[config.mk]
export PLATFORM = sky130hd
export DESIGN_NAME = ws2812_strip_driver
export DESIGN_NICKNAME = d
export VERILOG_FILES = /design/src/rtl/ws2812_pkg.sv /design/src/rtl/bit_timer.sv /design/src/rtl/ws2812_strip_driver.sv
export SDC_FILE = /design/constraint.sdc
export NUM_CORES = 1
export LEC_CHECK = 0
export BUFFER_PORTS_ARGS = -buffer_cell sky130_fd_sc_hd__clkbuf_2
export CAP_MARGIN = 40
export CELL_PAD_IN_SITES_DETAIL_PLACEMENT = 1
export CELL_PAD_IN_SITES_GLOBAL_PLACEMENT = 2
export CORE_MARGIN = 1.5
export CORE_UTILIZATION = 45
export CTS_BUF_LIST = sky130_fd_sc_hd__clkbuf_2
export DETAILED_ROUTE_END_ITERATION = 8
export GPL_TIMING_DRIVEN = 0
export PLACE_DENSITY_LB_ADDON = 0.08
export SLEW_MARGIN = 20
export SYNTH_ARGS = -nofsm -noshare
export SYNTH_HDL_FRONTEND = slang
export SYNTH_SLANG_ARGS = --single-unit
[constraint.sdc]
create_clock -name clk -period 3.3 [get_ports clk]
set_input_delay 0 -clock clk [delete_from_list [all_inputs] [get_ports clk]]
set_output_delay 0 -clock clk [all_outputs]
set_load 0.005 [all_outputs]
[src/rtl/ws2812_pkg.sv]
// Shared types and default timing for the WS2812 strip driver.
package ws2812_pkg;

  typedef enum logic [2:0] {
    StIdle,
    StWaitPix,
    StHigh,
    StLow,
    StLatch
  } state_e;

  localparam int unsigned DefNumLeds     = 8;
  localparam int unsigned DefBitsPerPix  = 24;
  localparam int unsigned DefT1hCyc      = 38;
  localparam int unsigned DefT1lCyc      = 20;
  localparam int unsigned DefT0hCyc      = 18;
  localparam int unsigned DefT0lCyc      = 40;
  localparam int unsigned DefLatchCyc    = 3000;

  function automatic int unsigned max_u(input int unsigned a, input int unsigned b);
    return (a > b) ? a : b;
  endfunction

endpackage

[src/rtl/bit_timer.sv]
// Loadable down-counter; expire is high on the last cycle of a loaded phase.
module bit_timer #(
  parameter int unsigned WIDTH = 12
) (
  input  logic             clk,
  input  logic             rst,
  input  logic             load,
  input  logic [WIDTH-1:0] load_val,
  output logic             expire
);

  logic [WIDTH-1:0] cnt_q;

  always_ff @(posedge clk or negedge rst) begin
    if (!rst) begin
      cnt_q <= '0;
    end else if (load) begin
      cnt_q <= load_val;
    end else if (cnt_q != '0) begin
      cnt_q <= cnt_q - 1'b1;
    end
  end

  assign expire = (cnt_q == '0);

endmodule

[src/rtl/ws2812_strip_driver.sv]
// WS2812 serial frame driver: one-entry pixel buffer, shift register and shared phase timer.
module ws2812_strip_driver
  import ws2812_pkg::*;
#(
  parameter int unsigned NUM_LEDS       = DefNumLeds,
  parameter int unsigned BITS_PER_PIXEL = DefBitsPerPix,
  parameter int unsigned T1H_CYC        = DefT1hCyc,
  parameter int unsigned T1L_CYC        = DefT1lCyc,
  parameter int unsigned T0H_CYC        = DefT0hCyc,
  parameter int unsigned T0L_CYC        = DefT0lCyc,
  parameter int unsigned LATCH_CYC      = DefLatchCyc
) (
  input  logic                      clk,
  input  logic                      rst,
  input  logic                      start,
  input  logic [BITS_PER_PIXEL-1:0] pix_data,
  input  logic                      pix_valid,
  output logic                      pix_ready,
  output logic                      dout,
  output logic                      busy,
  output logic                      done,
  output logic                      underrun
);

  localparam int unsigned BitW   = $clog2(BITS_PER_PIXEL);
  localparam int unsigned PixW   = $clog2(NUM_LEDS + 1);
  localparam int unsigned MaxCyc = max_u(max_u(max_u(T1H_CYC, T1L_CYC), max_u(T0H_CYC, T0L_CYC)),
                                         LATCH_CYC);
  localparam int unsigned TimW   = (MaxCyc > 1) ? $clog2(MaxCyc) : 1;

  // Timer reload values are phase length minus one: expire marks the final cycle.
  localparam logic [TimW-1:0] T1hLd   = TimW'(T1H_CYC - 1);
  localparam logic [TimW-1:0] T1lLd   = TimW'(T1L_CYC - 1);
  localparam logic [TimW-1:0] T0hLd   = TimW'(T0H_CYC - 1);
  localparam logic [TimW-1:0] T0lLd   = TimW'(T0L_CYC - 1);
  localparam logic [TimW-1:0] LatchLd = TimW'(LATCH_CYC - 1);
  localparam logic [PixW-1:0] NumLedsP = PixW'(NUM_LEDS);
  localparam logic [BitW-1:0] LastBit  = BitW'(BITS_PER_PIXEL - 1);

  state_e                    state_q, state_d;
  logic [BITS_PER_PIXEL-1:0] buf_q, buf_d;
  logic                      buf_full_q, buf_full_d;
  logic [BITS_PER_PIXEL-1:0] shift_q, shift_d;
  logic [BitW-1:0]           bit_cnt_q, bit_cnt_d;
  logic [PixW-1:0]           pix_cnt_q, pix_cnt_d;
  logic                      underrun_q, underrun_d;
  logic                      done_q, done_d;
  logic                      tmr_load;
  logic [TimW-1:0]           tmr_val;
  logic                      tmr_expire;
  logic                      xfer;

  bit_timer #(
    .WIDTH (TimW)
  ) u_bit_timer (
    .clk      (clk),
    .rst      (rst),
    .load     (tmr_load),
    .load_val (tmr_val),
    .expire   (tmr_expire)
  );

  assign pix_ready = !buf_full_q && (state_q != StIdle) && (pix_cnt_q < NumLedsP);
  assign xfer      = pix_valid && pix_ready;
  // Combinational from the state register so an async reset drops the line immediately.
  assign dout      = (state_q == StHigh);
  assign busy      = (state_q != StIdle);
  assign done      = done_q;
  assign underrun  = underrun_q;

  always_comb begin
    state_d    = state_q;
    buf_d      = buf_q;
    buf_full_d = buf_full_q;
    shift_d    = shift_q;
    bit_cnt_d  = bit_cnt_q;
    pix_cnt_d  = pix_cnt_q;
    underrun_d = underrun_q;
    done_d     = 1'b0;
    tmr_load   = 1'b0;
    tmr_val    = '0;

    if (xfer) begin
      buf_d      = pix_data;
      buf_full_d = 1'b1;
      pix_cnt_d  = pix_cnt_q + 1'b1;
    end

    unique case (state_q)
      StIdle: begin
        if (start) begin
          state_d    = StWaitPix;
          underrun_d = 1'b0;
          bit_cnt_d  = '0;
          pix_cnt_d  = '0;
          buf_full_d = 1'b0;
        end
      end
      StWaitPix: begin
        if (buf_full_q) begin
          shift_d    = buf_q;
          buf_full_d = 1'b0;
          bit_cnt_d  = '0;
          state_d    = StHigh;
          tmr_load   = 1'b1;
          tmr_val    = buf_q[BITS_PER_PIXEL-1] ? T1hLd : T0hLd;
        end
      end
      StHigh: begin
        if (tmr_expire) begin
          state_d  = StLow;
          tmr_load = 1'b1;
          tmr_val  = shift_q[BITS_PER_PIXEL-1] ? T1lLd : T0lLd;
        end
      end
      StLow: begin
        if (tmr_expire) begin
          if (bit_cnt_q != LastBit) begin
            shift_d   = shift_q << 1;
            bit_cnt_d = bit_cnt_q + 1'b1;
            state_d   = StHigh;
            tmr_load  = 1'b1;
            tmr_val   = shift_q[BITS_PER_PIXEL-2] ? T1hLd : T0hLd;
          end else if (buf_full_q) begin
            shift_d    = buf_q;
            buf_full_d = 1'b0;
            bit_cnt_d  = '0;
            state_d    = StHigh;
            tmr_load   = 1'b1;
            tmr_val    = buf_q[BITS_PER_PIXEL-1] ? T1hLd : T0hLd;
          end else begin
            // Empty buffer with pixels still owed means the source fell behind.
            if (pix_cnt_q != NumLedsP) underrun_d = 1'b1;
            state_d  = StLatch;
            tmr_load = 1'b1;
            tmr_val  = LatchLd;
          end
        end
      end
      StLatch: begin
        if (tmr_expire) begin
          state_d = StIdle;
          done_d  = 1'b1;
        end
      end
      default: state_d = StIdle;
    endcase
  end

  always_ff @(posedge clk or negedge rst) begin
    if (!rst) begin
      state_q    <= StIdle;
      buf_q      <= '0;
      buf_full_q <= 1'b0;
      shift_q    <= '0;
      bit_cnt_q  <= '0;
      pix_cnt_q  <= '0;
      underrun_q <= 1'b0;
      done_q     <= 1'b0;
    end else begin
      state_q    <= state_d;
      buf_q      <= buf_d;
      buf_full_q <= buf_full_d;
      shift_q    <= shift_d;
      bit_cnt_q  <= bit_cnt_d;
      pix_cnt_q  <= pix_cnt_d;
      underrun_q <= underrun_d;
      done_q     <= done_d;
    end
  end

endmodule

==> results of run 1 <==
==> synth_stat cells (all sizes together) (4+ instances only) <==
| library cell | number | area [sq um] |
|---|---|---|
| a21oi | 11 | 55.05 |
| a2bb2oi | 23 | 314.1 |
| a31oi | 6 | 37.54 |
| buf | 11 | 72.56 |
| clkbuf | 10 | 37.54 |
| dfrtp | 75 | 1877 |
| ha | 5 | 62.56 |
| inv | 10 | 37.54 |
| mux2 | 25 | 281.5 |
| nand2 | 14 | 52.55 |
| nand3 | 9 | 45.04 |
| nor2 | 17 | 63.81 |
| nor2b | 5 | 31.28 |
| nor3 | 7 | 35.03 |
| o21ai | 14 | 70.06 |
| o22ai | 24 | 150.1 |
| or3 | 4 | 25.02 |
| xnor2 | 4 | 35.03 |
| xor2 | 6 | 52.55 |
==> kinds of logic after synthesis <==
| family | count (synthesis) | synth area share (%) |
|---|---|---|
| AOI/OAI and AO/OA | 97 | 21.63 |
| buffers and inverters | 31 | 4.000 |
| and+or+nand+nor | 75 | 11.29 |
| DFF | 75 | 50.85 |
| muxes | 27 | 8.170 |
| xor gates and xnor gates | 10 | 2.373 |
| adders and majority gates | 5 | 1.695 |
==> where the power goes <==
group / leakage (uW) / internal, uW / switching (uW)
combinational: 0.000934 / 696 / 670
clock: 0.0000923 / 326 / 346
sequential: 0.000883 / 1330 / 335
total: 0.00191 / 2350 / 1350
==> final cells by class <==
| cell class | count | area share, % |
|---|---|---|
| clock buffer | 9 | 1.008 |
| sequential | 75 | 42.02 |
| clock inverter | 6 | 2.521 |
| inverter | 10 | 0.8403 |
| multi-input combinational | 214 | 37.31 |
| tap | 102 | 2.857 |
| buffer | 21 | 2.465 |
| timing repair buffer | 62 | 10.98 |
==> final timing paths <==
kind                                 to  slack [ps]          from  cells past startpoint
setup / recovery            shift_q[10]         830  bit_cnt_q[1]                      7
hold / removal                buf_q[18]         220  pix_data[18]                      3
setup reg to reg            shift_q[10]         830  bit_cnt_q[1]                      7
hold reg to reg            bit_cnt_q[0]         540  bit_cnt_q[0]                      1
max in group asynchronous   shift_q[12]        2490           rst                      4
min in group asynchronous  bit_cnt_q[1]         500           rst                      4
==> sequential cells by signal, summed over array words and instances, names as in the netlist <==
register and flops:
done 1, state_q 3, buf_full_q 1, pix_cnt_q 4, underrun 1, shift_q 24
u_bit_timer.cnt_q 12, bit_cnt_q 5, buf_q 24
==> per-layer routing <==
metal  wire (microns)  GRT usage, %  vias up
met5                0             0        -
met1             4034         28.98     1460
met4              129         5.970        0
met3              205         4.797       10
met2             4514         38.77       36
li1                 -             -     1344
==> worst reg2reg max path, stage by stage (launching register included) <==
cell and delay (ps):
dfrtp_1 490, ha_1 260, and4b_1 210, clkbuf_1 170, o21ai_1 420, clkbuf_1 450
o22ai_1 160, a2bb2oi_1 210
==> per-stage QoR <==
| stage | total power [uW] | utilization, % | hold WS, ps |
|---|---|---|---|
| finish | 3706 | 56.92 | 215.6 |
| global route | 3967 | 56.92 | 187.8 |
| CTS | 3740 | 56.92 | 173.5 |
| detailed placement | 3034 | 51.08 | -26.48 |
| global placement | 2951 | 50.70 | 231.4 |
| floorplan | 2658 | - | -295.6 |
==> impl_results.md, run 1 <==
- Post-synth ARST share: 100.0%
- Post-synth EDFFs: 0
- Post-Syn Area: 3691 sq um
- Run status: complete, no violations
- CP Capture Type: flop
- CP arrival: 2900 ps
- First-pass GRT wire length: 15.26 mm
- Die ar.: 8754 sq um
- Final Routed Wirelength: 8.883 mm
- Vias per inst: 5.711
- Layout Nets: 426
- Row count: 32
- Antenna Violating Nets Remaining: 0
- Length of the first detailed-routing pass in iterations: 4
- Clk Latency, worst-skew pair: 530 ps
- DRC viols: 0
- Worst Hold Class: in2reg
- Worst path slowest cell: dfrtp_1
- Final hold viol count: 0
- Post-CTS Hold Buffers: 29
- CP required: 3730 ps
- Root Buffer: clkbuf_2
- Storage cell area: 1877 sq um
- Dpl cells: 455
- CTS Buf Count: 9
- Clk_skew: 33.65 ps
- Worst slew margin: 58.06%
- Detailed-route via count: 2850
- Delay-heaviest family, CP: compound AO/OA/AOI/OAI gates
- Multi-input combinational cell area: 1667 sq um
- Initial Util: 47.03%
- Placed Area: 4009 sq um
- Fillers: 837
- Buffers on Ports: 32
- Fmax: 404.6 MHz
- Crit path cell chain: ha_1 > and4b_1 > clkbuf_1 > o21ai_1 > clkbuf_1 > o22ai_1 > a2bb2oi_1
- Reg clk slew, reported paths: 240 ps
- Fin cells: 499
- Pwr Density: 829.6 nW/um^2
- Critical Path Most Common Cell: clkbuf_1
- Post-route clock period utilization: 74.90%
- Leakage: 0.001910 uW
- Max Fanout on Critical Path: 10
- Layout cells sized above 1: 26.95%
- Max Cap Viol: 0
- Detailed Route Iter0 Violations: 61
- Syn-to-layout area delta: 21.02%
- CP peak stage delay: 490 ps
- Synth Register Bits: 75
- Yosys warns: 0
- Diodes inserted: 0
- Final GP Congestion: 0.7308
- Antenna violations before repair: 0
- Setup-failing EPs final: 0
- Setup_tns: 0 ps
- Final setup margin: 828.3 ps
- Most common cell after layout, fill and taps aside: dfrtp_1
- Height of the die: 93.57 microns
- Total gr overflow: 0
- Gr usage total: 22.61%
- Syn Inst Count: 320
- RSZ-0062 raised after global routing: no
- Fin area: 4467 sq um
- Top_reg_cell synth: dfrtp_1
- Actual slew at the worst max-slew pin: 624.2 ps
- Netlist cell types: 48
- Worst path buffer plus inverter count: 2
- Place WS: 966.9 ps
- WS Path Type: reg2reg
- Syn Nets: 353
- Max IR drop VDD: 0.3762 mV
- Avg Cell Area, Syn: 11.53 sq um
- WL/cell: 17.80 microns
- Clock Tree Buf Depth: 2
- Most frequent cells in the layout: 75 x dfrtp_1, 40 x clkbuf_2, 28 x dlygate4sd3_1
- Core ar.: 7848 sq um
- Final Max Tran Viols: 0
- Largest net degree at the start of global routing: 53
- Post-cts resize count: 0
- Sequential fraction of the synthesis area: 50.85%
- DIE WIDTH: 93.57 microns
- Min Tclk post-route: 2472 ps
- Post-CTS Setup Bufs: 0
- Vias in the first global route: 3093
- Post-DP HPWL: 6.078 mm
- CTS H-Tree Depth: 3
- I/O pins: 33
- CP Launch Type: flop
- CTS tree: yes
- CTS sink cnt: 75
Power figures use the tool's default switching activity.
==> run 2: changes to the inputs <==
Settings changed: CORE_UTILIZATION 45 to 37.
Clock period 3.3 ns to 2.2 ns, I/O delays scaled along.
==> impl_results.md, run 2 (synthesis gave the netlist of run 1 again) <==
- Run status: complete, no violations
- Post-DP HPWL: 6.176 mm (+1.6%)
- Clock Tree Buf Depth: 2 (unchanged)
- Max IR drop VDD: 0.4534 mV (+21%)
- Vias per inst: 5.278 (-7.6%)
- CTS tree: yes
- RSZ-0062 raised after global routing: yes
- CP peak stage delay: 480 ps (about the same)
- Worst path slowest cell: dfrtp_1
- Place WS: -155.6 ps (-1123 ps)
- Actual slew at the worst max-slew pin: 621.3 ps (-2.945 ps)
- Diodes inserted: 0 (unchanged)
- Max Fanout on Critical Path: 10 (unchanged)
- Vias in the first global route: 3030 (-2.0%)
- Layout cells sized above 1: 29.75% (+2.8 points)
- CP Launch Type: flop
- Most common cell after layout, fill and taps aside: dfrtp_1
- Total gr overflow: 0 (unchanged)
- Delay-heaviest family, CP: compound AO/OA/AOI/OAI gates
- Gr usage total: 19.47% (-3.1 points)
- CP Depth: 7 (unchanged)
- CP Capture Type: flop
- Buffers on Ports: 32 (unchanged)
- Max Cap Viol: 0 (unchanged)
- Row count: 36 (+13%)
- Switch Pwr: 2042 uW (+51%)
- Clk_skew: 30.14 ps (-3.508 ps)
- Largest registers: buf_q: 24 flops, shift_q: 24 flops, u_bit_timer.cnt_q: 12 flops
- Min Tclk post-route: 2094 ps (-377.8 ps)
- Clk Latency, worst-skew pair: 540 ps (about the same)
- Antenna violations before repair: 0 (unchanged)
- First-pass GRT wire length: 15.50 mm (+1.6%)
- Die ar.: 10580 sq um (+21%)
- Syn-to-layout area delta: 23.80%
- Root Buffer: clkbuf_2
- Final Max Tran Viols: 0 (unchanged)
- Antenna Violating Nets Remaining: 0 (unchanged)
- I/O pins: 33 (unchanged)
- Largest net degree at the start of global routing: 52 (-1.9%)
- Post-route clock period utilization: 95.18% (+20 points)
- CTS sink cnt: 75 (unchanged)
- Fillers: 1080 (+29%)
- CP required: 2660 ps (-1070 ps)
- DRC viols: 0 (unchanged)
- Final setup margin: 106.1 ps (-722.2 ps)
- Setup_tns: 0 ps (unchanged)
- CTS H-Tree Depth: 3 (unchanged)
- Final GP Congestion: 0.7889 (+8.0%)
- Leakage: 0.001948 uW (+2.0%)
- Sw frac: 35.70% (-0.77 points)
- Pwr Density: 1252 nW/um^2 (+51%)
- DIE WIDTH: 102.9 microns (+10%)
- Total power: 5721 uW (+54%)
- FF-to-FF path depth: 7 (unchanged)
- Hold Path Stages: 3 (unchanged)
- Length of the first detailed-routing pass in iterations: 4 (unchanged)
- Detailed Route Iter0 Violations: 55 (-9.8%)
- Clock power share: 19.6% (+1.5 points)
- Fmax: 477.6 MHz (+18%)
- Layout Nets: 428 (+0.47%)
- Sequential share of power: 43.9% (-1.1 points)
- Internal power: 3679 uW (+56%)
- WL/cell: 17.63 microns (-0.95%)
- Core ar.: 9729 sq um (+24%)
- WS Path Type: reg2reg
- Setup-failing EPs final: 0 (unchanged)
- Initial Util: 37.94% (-9.1 points)
- Crit path cell chain: ha_1 > and4b_1 > clkbuf_1 > o21ai_2 > clkbuf_2 > o22ai_1 > a2bb2oi_2
- Height of the die: 102.9 microns (+10%)
- Detailed-route via count: 2813 (-1.3%)
- Comb pwr share: 36.5% (-0.4 points)
- Final Util: 46.97% (-10 points)
- Final Routed Wirelength: 9.398 mm (+5.8%)
- Final hold viol count: 0 (unchanged)
- Reg clk slew, reported paths: 230 ps (about the same)
- Worst slew margin: 58.26% (+0.20 points)
- Worst path buffer plus inverter count: 2 (unchanged)
- CTS Buf Count: 9 (unchanged)
- CP arrival: 2560 ps (-340 ps)
- Most frequent cells in the layout: 75 x dfrtp_1, 44 x clkbuf_2, 28 x dlygate4sd3_1
- Worst Hold Class: in2reg
## run 2: cell types whose count changed in the layout (fill, tap and decap cells not counted), moves of 2 or more
| cell | before | now |
|---|---|---|
| nor2b_2 | 0 | 2 |
| clkbuf_1 | 10 | 7 |
| buf_4 | 2 | 4 |
| clkbuf_2 | 40 | 44 |
| nor3_1 | 7 | 5 |
| nor2b_1 | 5 | 3 |
| nor3_2 | 0 | 2 |
## run 2: power groups by stage
| stage | sequential, uW | combinational [uW] | clock, uW |
|---|---|---|---|
| 2_1_floorplan | 2390 | 1600 | 0 |
| 3_3_place_gp | 2510 | 1960 | 0 |
| 3_5_place_dp | 2540 | 2030 | 0 |
| 4_1_cts | 2520 | 2110 | 1150 |
| 5_1_grt | 2610 | 2320 | 1210 |
| 6_report | 2510 | 2090 | 1120 |
## run 2: final cells by class
cell class / instances / area (sq um) / share of cell area [%]
Sequential cell: 75 / 1877 / 41.07
Tap cell: 133 / 166.4 / 3.642
Multi-Input combinational cell: 214 / 1689 / 36.97
Timing Repair Buffer: 64 / 505.5 / 11.06
Clock inverter: 5 / 125.1 / 2.738
Inverter: 10 / 37.54 / 0.8215
Buffer: 21 / 113.9 / 2.492
Clock buffer: 11 / 55.05 / 1.205
## run 2: per-layer routing
layer	up-vias	global-route usage [%]	wire length [microns]
met5	-	0	0
met4	0	6.757	171
met2	44	31.48	4488
li1	1347	-	-
met3	9	4.814	293
met1	1413	25.62	4444
## run 2: per-stage QoR
| step | cell area [sq um] | instances | hold slack (ps) |
|---|---|---|---|
| 2_1_floorplan | 3691 | 320 | -295.6 |
| 3_3_place_gp | 4018 | 485 | 231.4 |
| 3_5_place_dp | 4048 | 486 | -17.12 |
| 4_1_cts | 4558 | 533 | 169.5 |
| 5_1_grt | 4569 | 533 | 149.4 |
| 6_report | 4569 | 533 | 199.0 |
## run 2: worst paths after layout
kind,startpoint,end,slack [ps]
worst max-delay path,bit_cnt_q[1],shift_q[2],110
worst min-delay path,pix_data[17],buf_q[17],200
worst max register to register,bit_cnt_q[1],shift_q[2],110
worst min register to register,buf_q[5],buf_q[5],540
max in group asynchronous,rst,shift_q[8],1400
min in group asynchronous,rst,state_q[1],510
## run 2: timing repair
action	CTS	global route
buffers inserted	2	0
gates resized for setup	5	6
hold endpoints to repair	107	0
setup endpoints to repair	34	55
pin swaps	2	0
hold buffers	29	0
## run 2: worst register-to-register path: cells and delay by family, from the launching register on
family,cells,cell delay [ps]
AO/OA/AOI/OAI,3,570
adder cells (fa/ha/maj),1,250
buffers and inverters,2,490
flip-flops,1,480
AND/OR/NAND/NOR,1,210
